[src/rtl/rx_channel_hop_scheduler.sv]
// Frequency-hop sequencer: steps the modulator phase increment through a hop table every dwell period.
// Optional feature macro: RX_HOP_COUNT_EN adds o_hop_count (saturating pulse count since last start).
module rx_channel_hop_scheduler #(
    parameter int NUM_CHANNELS = 4096,
    parameter int TABLE_DEPTH  = 16,
    parameter int DWELL_WIDTH  = 16,
    localparam int PHASE_WIDTH = $clog2(NUM_CHANNELS),
    localparam int IDX_WIDTH   = $clog2(TABLE_DEPTH)
) (
    input  logic                   i_clock,
    input  logic                   i_reset,
    input  logic                   i_cfg_wr,
    input  logic [IDX_WIDTH-1:0]   i_cfg_addr,
    input  logic [PHASE_WIDTH-1:0] i_cfg_chan,
    input  logic [IDX_WIDTH:0]     i_cfg_len,
    input  logic [DWELL_WIDTH-1:0] i_cfg_dwell,
    input  logic                   i_start,
    input  logic                   i_stop,
    input  logic                   i_valid,
    output logic [PHASE_WIDTH-1:0] o_phase_inc,
    output logic                   o_phase_inc_valid,
    output logic [IDX_WIDTH-1:0]   o_hop_index,
    output logic                   o_busy
`ifdef RX_HOP_COUNT_EN
    ,
    output logic [31:0]            o_hop_count
`endif
);

    localparam logic [IDX_WIDTH:0] LEN_MAX = (IDX_WIDTH+1)'(TABLE_DEPTH);

    typedef enum logic [1:0] {
        IDLE = 2'd0,
        PEND = 2'd1,
        RUN  = 2'd2
    } state_t;

    state_t                 state_reg, state_next;
    logic [IDX_WIDTH-1:0]   idx_reg, idx_next;
    logic [DWELL_WIDTH-1:0] dwell_cnt_reg, dwell_cnt_next;
    logic [IDX_WIDTH:0]     len_q_reg, len_q_next;
    logic [DWELL_WIDTH-1:0] dwell_q_reg, dwell_q_next;
    logic [PHASE_WIDTH-1:0] phase_reg;
    logic [IDX_WIDTH-1:0]   hop_index_reg;

    logic [PHASE_WIDTH-1:0] table_mem [TABLE_DEPTH];
    logic [PHASE_WIDTH-1:0] table_rd;
    logic                   pulse;
    logic                   start_ok;
    logic [IDX_WIDTH:0]     len_clamped;
    logic [IDX_WIDTH:0]     idx_last;
    logic [DWELL_WIDTH-1:0] dwell_last;

    // Table is plain registers: a write is visible to any read in a later cycle.
    always_ff @(posedge i_clock) begin
        if (i_cfg_wr) begin
            table_mem[i_cfg_addr] <= i_cfg_chan;
        end
    end

    assign table_rd    = table_mem[idx_reg];
    assign start_ok    = i_start && (i_cfg_len != '0) && (i_cfg_dwell != '0);
    assign len_clamped = (i_cfg_len > LEN_MAX) ? LEN_MAX : i_cfg_len;
    assign idx_last    = len_q_reg - 1'b1;
    assign dwell_last  = dwell_q_reg - 1'b1;

    // The update is issued combinationally in the first sample-free PEND cycle,
    // so it can never overlap a sample strobe.
    assign pulse = (state_reg == PEND) && !i_valid && !i_stop && !i_reset;

    always_comb begin
        state_next     = state_reg;
        idx_next       = idx_reg;
        dwell_cnt_next = dwell_cnt_reg;
        len_q_next     = len_q_reg;
        dwell_q_next   = dwell_q_reg;
        case (state_reg)
            IDLE: begin
                if (start_ok) begin
                    len_q_next   = len_clamped;
                    dwell_q_next = i_cfg_dwell;
                    idx_next     = '0;
                    state_next   = PEND;
                end
            end
            PEND: begin
                if (!i_valid) begin
                    dwell_cnt_next = '0;
                    state_next     = RUN;
                end
            end
            RUN: begin
                if (i_valid) begin
                    if (dwell_cnt_reg == dwell_last) begin
                        idx_next   = ({1'b0, idx_reg} == idx_last) ? '0 : idx_reg + 1'b1;
                        state_next = PEND;
                    end else begin
                        dwell_cnt_next = dwell_cnt_reg + 1'b1;
                    end
                end
            end
            default: state_next = IDLE;
        endcase
        if (i_stop) begin
            state_next = IDLE;
        end
    end

    always_ff @(posedge i_clock) begin
        if (i_reset) begin
            state_reg     <= IDLE;
            idx_reg       <= '0;
            dwell_cnt_reg <= '0;
            len_q_reg     <= '0;
            dwell_q_reg   <= '0;
            phase_reg     <= '0;
            hop_index_reg <= '0;
        end else begin
            state_reg     <= state_next;
            idx_reg       <= idx_next;
            dwell_cnt_reg <= dwell_cnt_next;
            len_q_reg     <= len_q_next;
            dwell_q_reg   <= dwell_q_next;
            if (pulse) begin
                phase_reg     <= table_rd;
                hop_index_reg <= idx_reg;
            end
        end
    end

    assign o_phase_inc       = pulse ? table_rd : phase_reg;
    assign o_phase_inc_valid = pulse;
    assign o_hop_index       = pulse ? idx_reg : hop_index_reg;
    assign o_busy            = (state_reg != IDLE);

`ifdef RX_HOP_COUNT_EN
    logic [31:0] hop_count_reg;

    always_ff @(posedge i_clock) begin
        if (i_reset) begin
            hop_count_reg <= '0;
        end else if ((state_reg == IDLE) && start_ok && !i_stop) begin
            hop_count_reg <= '0;
        end else if (pulse && (hop_count_reg != 32'hFFFF_FFFF)) begin
            hop_count_reg <= hop_count_reg + 32'd1;
        end
    end

    assign o_hop_count = hop_count_reg;
`endif

endmodule

[config.mk]
export PLATFORM = sky130hd
export DESIGN_NAME = rx_channel_hop_scheduler
export DESIGN_NICKNAME = d
export VERILOG_FILES = /design/src/rtl/rx_channel_hop_scheduler.sv
export SDC_FILE = /design/constraint.sdc
export NUM_CORES = 1
export LEC_CHECK = 0
export ABC_AREA = 0
export BUFFER_PORTS_ARGS = -buffer_cell sky130_fd_sc_hd__buf_2
export CAP_MARGIN = 0
export CELL_PAD_IN_SITES_DETAIL_PLACEMENT = 0
export CELL_PAD_IN_SITES_GLOBAL_PLACEMENT = 1
export CORE_ASPECT_RATIO = 0.7
export CORE_UTILIZATION = 51
export CTS_CLUSTER_SIZE = 12
export DETAILED_ROUTE_END_ITERATION = 16
export PLACE_DENSITY = 0.89
export SYNTH_ARGS = -nofsm -noshare
export SYNTH_HDL_FRONTEND = slang
export SYNTH_SLANG_ARGS = --single-unit
[constraint.sdc]
create_clock -name i_clock -period 4.2 [get_ports i_clock]
set_input_delay 0.21 -clock i_clock [delete_from_list [all_inputs] [get_ports i_clock]]
set_output_delay 0.21 -clock i_clock [all_outputs]
set_load 0.02 [all_outputs]
# Yosys cells after proc, flatten, opt, wreduce, memory -nomap -nowiden
# Memories as Yosys holds them, arrays and structs flattened. A register that Yosys moved wholly into a read port is not among the register bits.
# Cells that the tools add are included.
# totals
inputBits	43
mem_bits_rw	192
reg_bits	59
output_inout_bits	18
memories	1
# op_classes
n_reduce_logical	19
mux	21
add_sub_neg	4
order_cmp	1
n_eq_ne	9
# mem_list
name	words	width	read_ports	rd_ports_with_merged_regs	write_ports	line	rtl
table_mem	16	12	1	1	1	46	logic [PHASE_WIDTH-1:0] table_mem [TABLE_DEPTH];
# op_table
operator	n
16-bit 2-to-1 mux	3
16-bit case mux with 2 select lines	1
4-bit 2-to-1 mux	7
16-bit by 1-bit adder with 16-bit output (second input constant)	1
16-bit equality test	1
16-bit nonzero test	1
16-bit by 1-bit subtractor with 16-bit output (second input constant)	1
12-bit 2-to-1 mux	1
4-bit AND reduction	3
2-bit inequality test (second input constant)	5
2-bit 2-to-1 mux	4
4-bit case mux with 2 select lines	1
2-bit case mux with 3 select lines	1
2-bit nonzero test	3
4-bit by 5-bit equality test with 1-bit output	1
5-bit greater-than comparator (second input constant)	1
1-bit logical AND	5
5-bit 2-to-1 mux	1
5-bit nonzero test	1
5-bit by 1-bit subtractor with 5-bit output (second input constant)	1
4-bit by 1-bit adder with 4-bit output (second input constant)	1
1-bit zero test	3
2-bit by 1-bit equality test with 1-bit output (second input constant)	1
2-bit equality test (second input constant)	1
other kinds (4)	5

# Longest topological paths before layout
# logic_depth
depth_word	8
ltp_mapped	10
mapped_depth_nobuf	9

# Worst setup path before layout
# No wires, ideal clock.
# synth_path
kind	reg-to-reg
startpoint	register dwell_q_reg[2]
endpoint	register (tool-made name)
t_required_ps	4129
stages_incl_launch_ff	9
path_buffers	0
setup_ps	71
setup_slack_ps	1090
arrival_ps	3040
cell_sequence	dfxtp_1 or4_4 nor4_4 mux2_2 o31ai_1 nand4_2 or4_4 or3_1 a21oi_1
# synth_rtl
element	line	rtl
start, declared	42	logic [DWELL_WIDTH-1:0] dwell_q_reg, dwell_q_next;
start signal, assigned	123	dwell_q_reg <= dwell_q_next;

==> flow_summary.toml <==
[setup_path]
r2r_setup_slack_ns = 0.72
crit_type = "register to register"
cp-end-kind = "register"
worst-path-max-fanout = 7
startpoint = "dwell_q_reg[2]"
cp.required_ns = 4.60
arrival_ns = 3.88
r2r_cells = 8
r2r-start = "dwell_q_reg[2]"
cp-start-kind = "register"

[timing]
slew_viol_final = 0
rsz0062_at_grt = "no"
fmax_mhz = 287.6
finalSetupTns_ns = 0
worst_slew_pin_slew_ns = 1.061
skew_ns = 0.01155
period_minus_slack_ns = 3.477
setup_ws_ns = 0.7226
hold_violations = 0
setup_viol = 0
relSlewSlack_pct = 29.22
finalCritPeriodShare_pct = 82.79

[clocking]
clockBufferDepth = 3
clock_latency_ns = 0.53
path_clk_slew_ns = 0.06
cts_buffers = 26
cts_tree = "built"
postCtsSetupBuffers = 0
cts_max_level = 1
cts_root_buf = "clkbuf_16"
numClockSinks = 255

[detailed_routing]
post_drt_wl_per_cell_um = 22.96
vias = 6620
first_iter_violations = 680
drt_pass1_iterations = 5
drc = 0
avgViaCountPerCell = 6.124
antenna_left = 0
routed_wl_um = 24820

[grt]
antenna_found_initial = 1
grt_pass1_vias = 6498
grt_max_degree = 55
grt_use_total_pct = 23.72
grt_pass1_wl_um = 37470
overflow = 0

[worst_hold_path]
hold_end = "table_mem[3][6]"
min_path_cells = 1
hp-class = "input port to register"
worstHoldStart = "i_cfg_chan[6]"

[floorplan]
die_w_um = 175.0
fp-row-count = 43
num_io_pins = 61
core_area_um2 = 20180
die_area_um2 = 21540
start_util_pct = 52.96
die_y_um = 123.1

[yosys]
synth_top_area_share_pct = 53.96
yosysUniqueCellTypes = 59
synth-simple-area-share_pct = 10.31
synthXorXnorAreaFrac_pct = 1.885
synth_nets = 743
synth.largest_area_cell = "edfxtp_1"
synth_edf_count = 192
synth_top_family_by_area = "multiplexers"
synthesis.area_um2 = 10680
synth_fa_ha_area_share_pct = 0.4684
synthCells = 696
async_flop_share_pct = 0
ys_seq_elements = 255
synthMuxAreaShare_pct = 14.67
ys_warn_count = 0
ys_top_cells_by_area = "edfxtp_1, mux4_2, dfxtp_1"
syn_avg_cell_area_um2 = 15.35
synth_compound_area_share_pct = 5.317
synth-seq-area-share_pct = 65.77
synth_flop_cell = "edfxtp_1"

[placement]
place_congestion = 0.8369
dpl.hpwl_um = 15480
place_area_um2 = 11350
numPortBuffers = 60
post-place-ws_ns = 0.7578

[layout]
area_growth_pct = 15.54
antenna_cells = 0
final_nets = 838
largest_register_ffs = 192
drive_above_1_share_pct = 25.65
fin_area_um2 = 12340
mostFrequentLayoutCells = "edfxtp_1, nand2_1, dfxtp_1"
final_common_cell = "edfxtp_1"

[power_and_ir_drop]
ir_drop_uv = 456.0
p_leak_uw = 0.004160
power_density_nw_per_um2 = 419.0

[flow_run]
maxCapViolCount = 0

[outcome]
outcome = "finished, final reports clean"
layout make-up:
class | instances | area (um^2)
clock buffer | 43 | 745.7
clock inverter | 5 | 23.77
fill | 1451 | 7831
inverter | 11 | 41.29
multi-input combinational | 398 | 3516
sequential | 255 | 7032
tap | 270 | 337.8
timing repair buffer | 99 | 648.1
Yosys cell counts, drive strengths merged (12+ instances only):
master  count
mux2       13
mux4       60
dfxtp      63
nor2b      17
or3        12
nor3       13
xnor2      16
nand2      71
nor2       31
a21oi      34
nor4       13
clkbuf     26
edfxtp    192
power breakdown:
group / leakage [uW] / switching (uW) / internal [uW]
Sequential: 0.00225 / 29.3 / 2760
Clock: 0.000373 / 902 / 1200
Combinational: 0.00154 / 168 / 109
critical path, stage by stage, from the launching register on:
cell and delay, ns:
dfxtp_1 0.36, or4_4 0.60, nor4_4 0.28, mux2_2 0.37, o31ai_1 0.30, nand4_2 0.27, or4_4 0.64, nor3b_1 0.22
a22o_1 0.31
stage by stage:
| step | total power, uW | utilization (%) | std cells | hold slack (ns) |
|---|---|---|---|---|
| 2_1_floorplan | 2989 | - | 696 | 0.2869 |
| 3_3_place_gp | 3080 | 56.28 | 1011 | 0.4290 |
| 3_5_place_dp | 3097 | 56.28 | 1011 | 0.4314 |
| 4_1_cts | 5187 | 61.18 | 1081 | 0.04586 |
| 5_1_grt | 5317 | 61.18 | 1081 | 0.05441 |
| 6_report | 5172 | 61.18 | 1081 | 0.05378 |
logic make-up (layout without fill, tap and decap cells):
group	after synthesis	count (layout)
and+or+nand+nor	208	208
AOI/OAI and AO/OA	83	83
muxes	80	80
buffers and inverters	43	158
adders and majority gates	4	4
DFF	255	255
xor gates and xnor gates	23	23
worst max path at each step:
stage / endpoint / slack, ns
2_1_floorplan: register / 1.09
3_3_place_gp: idx_reg[0] / 0.88
3_5_place_dp: dwell_cnt_reg[14] / 0.76
4_1_cts: dwell_cnt_reg[14] / 0.74
5_1_grt: dwell_cnt_reg[14] / 0.60
6_report: register / 0.72
per-layer routing:
metal	part of all wire (%)	vias up	GRT usage, %
li1	-	2925	-
met1	42	3298	34.15
met2	46	343	37.08
met3	9.5	52	4.520
met4	2.1	2	7.174
met5	0.044	-	0
what timing repair did:
action	in CTS	in global routing
hold buffers	22	0
resized for setup	0	0
setup endpoints to repair	0	0
endpoints found under the hold margin	23	0
Note: power is estimated with default switching activity, not from simulation.
